File: config.mk
export PLATFORM = sky130hd
export DESIGN_NAME = sc_fir_seq_accum
export DESIGN_NICKNAME = d
export VERILOG_FILES = /design/src/rtl/sc_fir_pkg.sv /design/src/rtl/sc_lfsr.sv /design/src/rtl/sc_fir_seq_accum.sv
export SDC_FILE = /design/constraint.sdc
export NUM_CORES = 2
export LEC_CHECK = 0
export CAP_MARGIN = 20
export CORE_ASPECT_RATIO = 0.6
export CORE_MARGIN = 2
export CORE_UTILIZATION = 50
export CTS_CLUSTER_DIAMETER = 150
export CTS_CLUSTER_SIZE = 10
export DETAILED_ROUTE_END_ITERATION = 6
export MAX_ROUTING_LAYER = met4
export PLACE_DENSITY = 0.79
export SYNTH_ARGS = -nofsm -noshare
export SYNTH_HDL_FRONTEND = slang
export SYNTH_HIERARCHICAL = 1
export SYNTH_SLANG_ARGS = --single-unit
export TNS_END_PERCENT = 20
File: constraint.sdc
create_clock -name clock -period 14.48 [get_ports clock]
set_input_delay 2.896 -clock clock [delete_from_list [all_inputs] [get_ports clock]]
set_output_delay 2.896 -clock clock [all_outputs]
set_load 0.03 [all_outputs]
File: src/rtl/sc_fir_pkg.sv
// Shared definitions for the stochastic-computing FIR blocks: FSM states,
// Galois LFSR tap masks and a bit-reversal helper.
package sc_fir_pkg;

    typedef enum logic [1:0] {
        IDLE = 2'd0,
        RUN  = 2'd1,
        DONE = 2'd2
    } state_t;

    // Right-shifting Galois masks for maximal-length sequences, widths 4..16.
    function automatic logic [15:0] lfsr_mask(input int n);
        logic [15:0] m;
        case (n)
            4:       m = 16'h000C;
            5:       m = 16'h0014;
            6:       m = 16'h0030;
            7:       m = 16'h0060;
            8:       m = 16'h00B8;
            9:       m = 16'h0110;
            10:      m = 16'h0240;
            11:      m = 16'h0500;
            12:      m = 16'h0829;
            13:      m = 16'h100D;
            14:      m = 16'h2015;
            15:      m = 16'h6000;
            16:      m = 16'hD008;
            default: m = 16'h0000;
        endcase
        return m;
    endfunction

    // Reverses the low w bits of v; bits at w and above come back as zero.
    function automatic logic [15:0] bit_rev(input logic [15:0] v, input int w);
        logic [15:0] r;
        r = '0;
        for (int i = 0; i < 16; i++) begin
            if (i < w) r[i] = v[w-1-i];
        end
        return r;
    endfunction

endpackage

File: src/rtl/sc_lfsr.sv
// N-bit maximal-length Galois LFSR with synchronous reload to SEED.
module sc_lfsr
    import sc_fir_pkg::*;
#(
    parameter int          N    = 10,
    parameter int unsigned SEED = 1
) (
    input  logic         clock,
    input  logic         reset,
    input  logic         load,
    input  logic         en,
    output logic [N-1:0] q
);

    localparam logic [N-1:0] MASK   = N'(lfsr_mask(N));
    localparam logic [N-1:0] SEED_V = N'(SEED);

    always_ff @(posedge clock or posedge reset) begin
        if (reset) begin
            q <= SEED_V;
        end else if (load) begin
            q <= SEED_V;
        end else if (en) begin
            q <= q[0] ? ((q >> 1) ^ MASK) : (q >> 1);
        end
    end

endmodule

File: src/rtl/sc_fir_seq_accum.sv
// Stochastic FIR output stage: one weighted tap per cycle is compared against
// the LFSR, sign-adjusted and counted over a full 2^N-cycle sequence.
//
// state | meaning
// IDLE  | waiting for start, no result yet
// RUN   | accumulating one stochastic bit per cycle, 2^N cycles
// DONE  | result valid and held until the next start
module sc_fir_seq_accum
    import sc_fir_pkg::*;
#(
    parameter int          N    = 10,
    parameter int          TAPS = 20,
    parameter int          FOLD = 1,
    parameter int          M    = N - FOLD,
    parameter int unsigned SEED = 1
) (
    input  logic                clock,
    input  logic                reset,
    input  logic                start,
    input  logic [N-1:0]        x [TAPS*(1+FOLD)-FOLD],
    input  logic [M:0]          coef_mag [TAPS],
    input  logic [TAPS-1:0]     coef_sign,
    output logic                busy,
    output logic                result_valid,
    output logic [N:0]          result,
    output logic                cfg_err
);

    localparam int             CW       = M + 1 + $clog2(TAPS);
    localparam logic [CW-1:0]  FULL     = CW'(1) << M;
    localparam logic [N-1:0]   SEQ_LAST = '1;

    state_t          state, state_nx;
    logic            go, run, last, sc_bit;
    logic [N-1:0]    seq, lfsr;
    logic [N:0]      acc;
    logic [M:0]      mag_q [TAPS];
    logic [TAPS-1:0] sign_q, tap_bit;
    logic [CW-1:0]   csum [TAPS+1];
    logic [CW-1:0]   live_sum;
    logic [M-1:0]    s;

    always_ff @(posedge clock or posedge reset) begin
        if (reset) state <= IDLE;
        else       state <= state_nx;
    end

    always_comb begin
        state_nx = state;
        go       = 1'b0;
        run      = 1'b0;
        last     = 1'b0;
        case (state)
            IDLE: begin
                if (start) begin
                    go       = 1'b1;
                    state_nx = RUN;
                end
            end
            RUN: begin
                run = 1'b1;
                if (seq == SEQ_LAST) begin
                    last     = 1'b1;
                    state_nx = DONE;
                end
            end
            DONE: begin
                if (start) begin
                    go       = 1'b1;
                    state_nx = RUN;
                end
            end
            default: state_nx = IDLE;
        endcase
    end

    assign busy         = (state == RUN);
    assign result_valid = (state == DONE);

    always_comb begin
        live_sum = '0;
        csum[0]  = '0;
        for (int t = 0; t < TAPS; t++) begin
            live_sum  = live_sum + CW'(coef_mag[t]);
            csum[t+1] = csum[t] + CW'(mag_q[t]);
        end
    end

    // Bit reversal of the sequence index spreads each weight evenly in time.
    assign s = M'(bit_rev(16'(seq), M));

    for (genvar t = 0; t < TAPS; t++) begin : g_tap
        logic         hit;
        logic [N-1:0] xin;
        if (FOLD != 0) begin : g_fold
            assign xin = seq[N-1] ? x[2*TAPS-2-t] : x[t];
        end else begin : g_flat
            assign xin = x[t];
        end
        // Intervals are disjoint and end below 2^M, so at most one tap hits.
        assign hit        = (csum[t] <= CW'(s)) && (CW'(s) < csum[t+1]);
        assign tap_bit[t] = hit & ((xin > lfsr) ^ sign_q[t]);
    end

    assign sc_bit = |tap_bit;

    always_ff @(posedge clock or posedge reset) begin
        if (reset) begin
            seq     <= '0;
            acc     <= '0;
            result  <= '0;
            cfg_err <= 1'b0;
            sign_q  <= '0;
            for (int t = 0; t < TAPS; t++) mag_q[t] <= '0;
        end else if (go) begin
            seq     <= '0;
            acc     <= '0;
            mag_q   <= coef_mag;
            sign_q  <= coef_sign;
            cfg_err <= (live_sum != FULL);
        end else if (run) begin
            seq <= seq + 1'b1;
            acc <= acc + (N+1)'(sc_bit);
            if (last) result <= acc + (N+1)'(sc_bit);
        end
    end

    sc_lfsr #(
        .N    (N),
        .SEED (SEED)
    ) u_lfsr (
        .clock (clock),
        .reset (reset),
        .load  (go),
        .en    (run),
        .q     (lfsr)
    );

endmodule

== Word level (Yosys, flattened, before mapping) ==
Index checks and enable logic that the tools add are counted.
Word-level totals
  bits in registers: 265
  logic and storage cells: 235
Operators by class
  add/subtract/negate cells: 40
  magnitude comparators: 60
  equality and inequality tests: 6
  multiplexer cells: 34
  bitwise operators: 42
  reduce and logical (&&, ||, !) cells: 26
Operators with widths (number)
  $add A15 B10 Y15: 28
  $mux W10: 24
  $lt A9 B15 Y1: 15
  $le A15 B9 Y1: 14
  $gt A10 B10 Y1: 20
  $add A14 B10 Y15: 2
  $add A13 B10 Y14: 2
  $add A12 B10 Y13: 2
  $add A11 B10 Y12: 2
  $add A10 B10 Y11: 2
  $mux W11: 2
  $and A1 B1 Y1: 20
  $logic_and A1 B1 Y1: 20
  $reduce_or A20 Y1: 1
  $xor A1 B1 Y1: 20
  $ne A15 B10 Y1 const B: 1
  $le A14 B9 Y1: 1
  $lt A9 B14 Y1: 1
  $le A13 B9 Y1: 1
  $lt A9 B13 Y1: 1
  $le A12 B9 Y1: 1
  $lt A9 B12 Y1: 1
  $add A11 B1 Y11: 1
  $le A11 B9 Y1: 1
  19 further kinds: 25

== Logic depth before layout (Yosys ltp) ==
  depth after elaboration: 26
  gate-level depth with buffers: 75

== By module ==
Netlist, hierarchy kept.
Modules (own cells, without submodules)
  sc_fir_seq_accum: instances 1, cells each 4087, area an instance 35729.3 um^2
  sc_lfsr: instances 1, cells each 34, area an instance 425.4 um^2

== Worst setup path before layout ==
Ideal clock, no wire load.
  path kind: register to register
  from: register mag_q[180] (netlist name)
  to: register acc[10]
  library setup time: 0.136 ns
  data arrival time: 14.993 ns
  required time: 14.344 ns
  slack: -0.648 ns
  cell stages (with the launch flop): 74
  buffers on the path: 0
  period minus slack after synthesis: 15.128 ns
  cell sequence: dfrtp_1 ha_1 inv_1 fa_1 nand2b_1 nand2b_1 a21oi_1 xnor2_1 ha_1 a21oi_2 o21ai_1 a21oi_1 xnor2_1 ha_1 nand3_1 a21oi_1 nor3_1 ha_1 [38 not listed] o21ai_0 or2_2 a21oi_1 a2111oi_4 xor2_1 nor4_1 o21ai_0 mux2i_1 or3_1 nand3_1 ha_1 ha_1 and3_1 and3_1 and3_1 nand3_1 xor2_1 o21ai_0
On the way
  longest elaborated chain between the ends: 26
  elaborated cells on any way between the ends: 98
  those cells by class: add/sub: 20; order compare: 37; mux: 2; bitwise: 19; reduce/logical: 20
Ends and longest elaborated chain
  start, declared: line sc_fir_seq_accum.sv:37  | logic [M:0] mag_q [TAPS];
  start signal, assigned: line sc_fir_seq_accum.sv:118  | mag_q <= coef_mag;
  $add A10 B10 Y11 (*): line sc_fir_seq_accum.sv:85  | csum[t+1] = csum[t] + CW'(mag_q[t]);
  $add A11 B10 Y12: line sc_fir_seq_accum.sv:85
  $add A12 B10 Y13: line sc_fir_seq_accum.sv:85
  $add A13 B10 Y14: line sc_fir_seq_accum.sv:85
  $add A14 B10 Y15: line sc_fir_seq_accum.sv:85
  $add A15 B10 Y15 (14 in a row): line sc_fir_seq_accum.sv:85
  $lt A9 B15 Y1: line sc_fir_seq_accum.sv:101  | assign hit = (csum[t] <= CW'(s)) && (CW'(s) < csum[t+1]);
  $logic_and A1 B1 Y1: line sc_fir_seq_accum.sv:101
  $and A1 B1 Y1: line sc_fir_seq_accum.sv:102  | assign tap_bit[t] = hit & ((xin > lfsr) ^ sign_q[t]);
  $reduce_or A20 Y1 (*): line sc_fir_seq_accum.sv:105  | assign sc_bit = |tap_bit;
  $add A11 B1 Y11 (*): line sc_fir_seq_accum.sv:123  | acc <= acc + (N+1)'(sc_bit);
  $mux W11 (*): line sc_fir_seq_accum.sv:121  | end else if (run) begin
  $mux W11 (*): line sc_fir_seq_accum.sv:115  | end else if (go) begin
  end signal, assigned: line sc_fir_seq_accum.sv:123
  end, declared: line sc_fir_seq_accum.sv:36  | logic [N:0] acc;
Mark *: on every way between the ends. The rest lies on a longest branch, timed or not. The select of a mux whose other input is x is not followed.
A chain may end at the register's enable or synchronous reset.

== Worst setup path after layout ==
  from: register mag_q[190] (netlist name)
  to: register acc[10]
On the way
  longest elaborated chain between the ends: 26
  elaborated cells on any way between the ends: 102
  those cells by class: add/sub: 20; order compare: 39; mux: 2; bitwise: 20; reduce/logical: 21
Ends and longest elaborated chain (line)
  $add A10 B10 Y11: sc_fir_seq_accum.sv:85
  $add A11 B10 Y12: sc_fir_seq_accum.sv:85
  $add A12 B10 Y13: sc_fir_seq_accum.sv:85
  $add A13 B10 Y14: sc_fir_seq_accum.sv:85
  $add A14 B10 Y15: sc_fir_seq_accum.sv:85
  $add A15 B10 Y15 (14 in a row): sc_fir_seq_accum.sv:85
  $lt A9 B15 Y1: sc_fir_seq_accum.sv:101
  $logic_and A1 B1 Y1: sc_fir_seq_accum.sv:101
  $and A1 B1 Y1: sc_fir_seq_accum.sv:102
  $reduce_or A20 Y1 (*): sc_fir_seq_accum.sv:105
  $add A11 B1 Y11 (*): sc_fir_seq_accum.sv:123
  $mux W11 (*): sc_fir_seq_accum.sv:121
  $mux W11 (*): sc_fir_seq_accum.sv:115
Marked as above.

==> run_results.csv <==
group,metric,value,unit
placed_design,dp_hpwl,121700,um
hold_path,holdPathStages,2,
cts,clk_latency,650,ps
worst_setup_path,r2r_cells,67,
timing,maxSlewViolCount,0,
timing,slew-limit-headroom,15.67,%
worst_setup_path,crit_type,"flop to flop",
worst_setup_path,r2r_end,"acc[10]",
timing,finalSetupViolCount,22,
yosys,ys_seq_area_share,18.35,%
timing,fmax,63.63,MHz
yosys,postSynthAreaPerCell,8.773,sq um
worst_setup_path,critPathLaunchType,"flop",
yosys,synth_cell_types,104,
worst_setup_path,cp_data_required_time,14970,ps
outcome,status,"complete, but fails checks",
outcome,violations,"DRC, setup timing",
hold_path,hold_path.startpoint,"mag_q[22]",
worst_setup_path,critPathSlowestCell,"fa_2",
floorplanning,rows,76,
timing,fin_crit_sh,108.5,%
worst_setup_path,worst-path-max-fanout,4,
worst_setup_path,r2r-start,"mag_q[190]",
worst_setup_path,crit_path_max_incr_delay,640,ps
yosys,yosys_warnings,6,
drt,vias_per_cell,6.194,
yosys,syn_nets,5567,
timing,fin_skew,44.59,ps
placed_design,gp_congestion,1.034,
worst_setup_path,end_kind,"flop",
cts,cts_root_buffer,"clkbuf_16",
timing,whs,489.4,ps
worst_setup_path,arrival,16210,ps
grt,antenna_found_initial,28,
layout,nets,6760,
grt,grt_max_degree,117,
timing,min_period,15720,ps
drt,drtAntennaViolNets,0,
cts,cts_made_buffers,30,
layout,final_common_cell,"nand2_1",
grt,grt_pass1_wl,227700,um
drt,first_iter_violations,5296,
floorplanning,coreArea,0.07170,sq mm
worst_setup_path,crit_top_cell,"ha_4",
layout,final_cell_mix,"nand2_1 (761), clkdlybuf4s50_1 (626), buf_4 (600)",
cts,cts.path.max_buffers,3,
grt,grtUsageTotal,41.92,%
yosys,synth_edf_count,0,
cts,numClockSinks,265,
hold_path,min_to,"mag_q[22]",
layout,syn_to_final_growth,47.27,%
drt,post_drt_wl_per_cell,26.61,um
timing,final_hold_viol_count,0,
yosys,synth_ff_type,"dfrtp_1",
cts,htree_levels,1,
placed_design,place_inst,6125,
drt,drc,19,
yosys,synth-seq-cells,265,
floorplanning,die_w,351.2,um
floorplanning,io_pins,627,
yosys,syn-cell-area,0.03615,sq mm
grt,grt-ovfl-total,0,
drt,via_count,39220,
layout,fin_cells,6332,
drt,finalWirelength,168500,um
cts,cts_tree,"yes",
timing,tightest_slew,1253,ps
floorplanning,chipHeight,212.3,um
grt,grt_pass1_vias,36710,
drt,first_pass_iters,7,
yosys,ys_async_sr_fraction,100.0,%
placed_design,port_buffers,626,
timing,grt_setup_unrepaired,"yes",
cts,clkSlewWorstSetupHoldPaths,70,ps
timing,setup_ws,-1235,ps
worst_setup_path,rrSetupSlack,-1240,ps
floorplanning,fp.dieArea,0.07455,sq mm
yosys,synthCells,4121,
layout,drive_above_1_share,26.07,%
floorplanning,start_util,50.43,%
run,cap_viol_max_count,0,
hold_path,worstHoldPathType,"flop to flop",
==> through the flow <==
| step | util, % | setup WS [ps] | setup TNS (ps) | instance area, sq um |
|---|---|---|---|---|
| 2_1_floorplan | - | 13.18 | 0 | 36370 |
| 3_3_place_gp | 65.85 | -1071 | -16070 | 47220 |
| 3_5_place_dp | 65.85 | -1867 | -32750 | 47220 |
| 4_1_cts | 70.70 | -435.1 | -4154 | 50690 |
| 5_1_grt | 74.24 | -1496 | -25830 | 53230 |
| 6_report | 74.26 | -1235 | -19490 | 53250 |
==> cell families after synthesis <==
| logic type | after synthesis | synth area share (%) |
|---|---|---|
| buffers and inverters | 405 | 4.298 |
| and+or+nand+nor | 1383 | 17.59 |
| xor gates and xnor gates | 227 | 5.952 |
| DFF | 265 | 18.35 |
| muxes | 218 | 6.676 |
| adders and majority gates | 833 | 32.84 |
| AOI/OAI and AO/OA | 790 | 14.31 |
==> final cells by class <==
type / instances / area (sq um)
flip-flops and latches: 265 / 6638
diodes: 32 / 80.08
clock inverters: 2 / 23.77
repair buffers: 1246 / 11030
fillers: 4671 / 18450
clock buffers: 41 / 792.0
multi-input cells: 3451 / 32240
well taps: 975 / 1220
inverters: 320 / 1219
==> per-layer routing <==
layer / up-vias / track usage, % / routed length, um
met1: 18760 / 58.52 / 65450
met4: 0 / 11.55 / 9397
li1: 16770 / - / -
met2: 2921 / 57.22 / 67720
met3: 769 / 14.28 / 25910
met5: - / - / 0
==> worst max-delay path: cells and delay by family, from the launching register on <==
family,cells,cell delay [ps]
AND/OR/NAND/NOR,14,2490
flip-flops,1,360
XOR/XNOR,7,1360
AO/OA/AOI/OAI,14,2200
buffers and inverters,11,1400
adder cells (fa/ha/maj),21,7700
==> synthesized netlist by cell type (41+ instances only) <==
library cell / number / area share (%)
nor2_1: 152 / 1.6
inv_1: 320 / 3.3
nor3_1: 41 / 0.57
xnor2_1: 131 / 3.2
clkbuf_1: 60 / 0.62
nand2_1: 774 / 8.0
dfrtp_1: 264 / 18
o21a_1: 81 / 1.7
xor2_1: 81 / 2.0
nand3_1: 63 / 0.87
ha_1: 640 / 22
nor2b_1: 90 / 1.6
a21oi_1: 231 / 3.2
fa_1: 193 / 11
nand4_1: 67 / 1.2
mux2_2: 177 / 5.5
nand2b_1: 69 / 1.2
o21ai_0: 171 / 2.4
a21o_1: 83 / 1.7
==> worst max-delay path by stage <==
| stage | start | end | slack (ps) | depth (start not counted) |
|---|---|---|---|---|
| finish | mag_q[190] | acc[10] | -1240 | 67 |
| global route | mag_q[190] | acc[10] | -1500 | 67 |
| CTS | mag_q[180] | result[10] | -440 | 57 |
| detailed placement | mag_q[190] | acc[10] | -1870 | 72 |
| global placement | mag_q[180] | acc[10] | -1070 | 73 |
| floorplan | mag_q[180] | acc[10] | 10 | 74 |
==> what timing repair did <==
item,in CTS,in global routing
pin swaps,175,218
gates cloned,0,0
gates resized for setup,331,296
endpoints found under the setup margin,22,22
buffers inserted,75,57
hold buffers,0,0
==> sequential cells by signal (all words and copies together) (netlist names) <==
register and cells:
mag_q 200, sign_q 20, acc 11, result 11, seq 10, u_lfsr/q 10
state 2, cfg_err 1
Power is not shown: default switching activity piles up to over one toggle a cycle in this logic, so the estimate is an artifact.
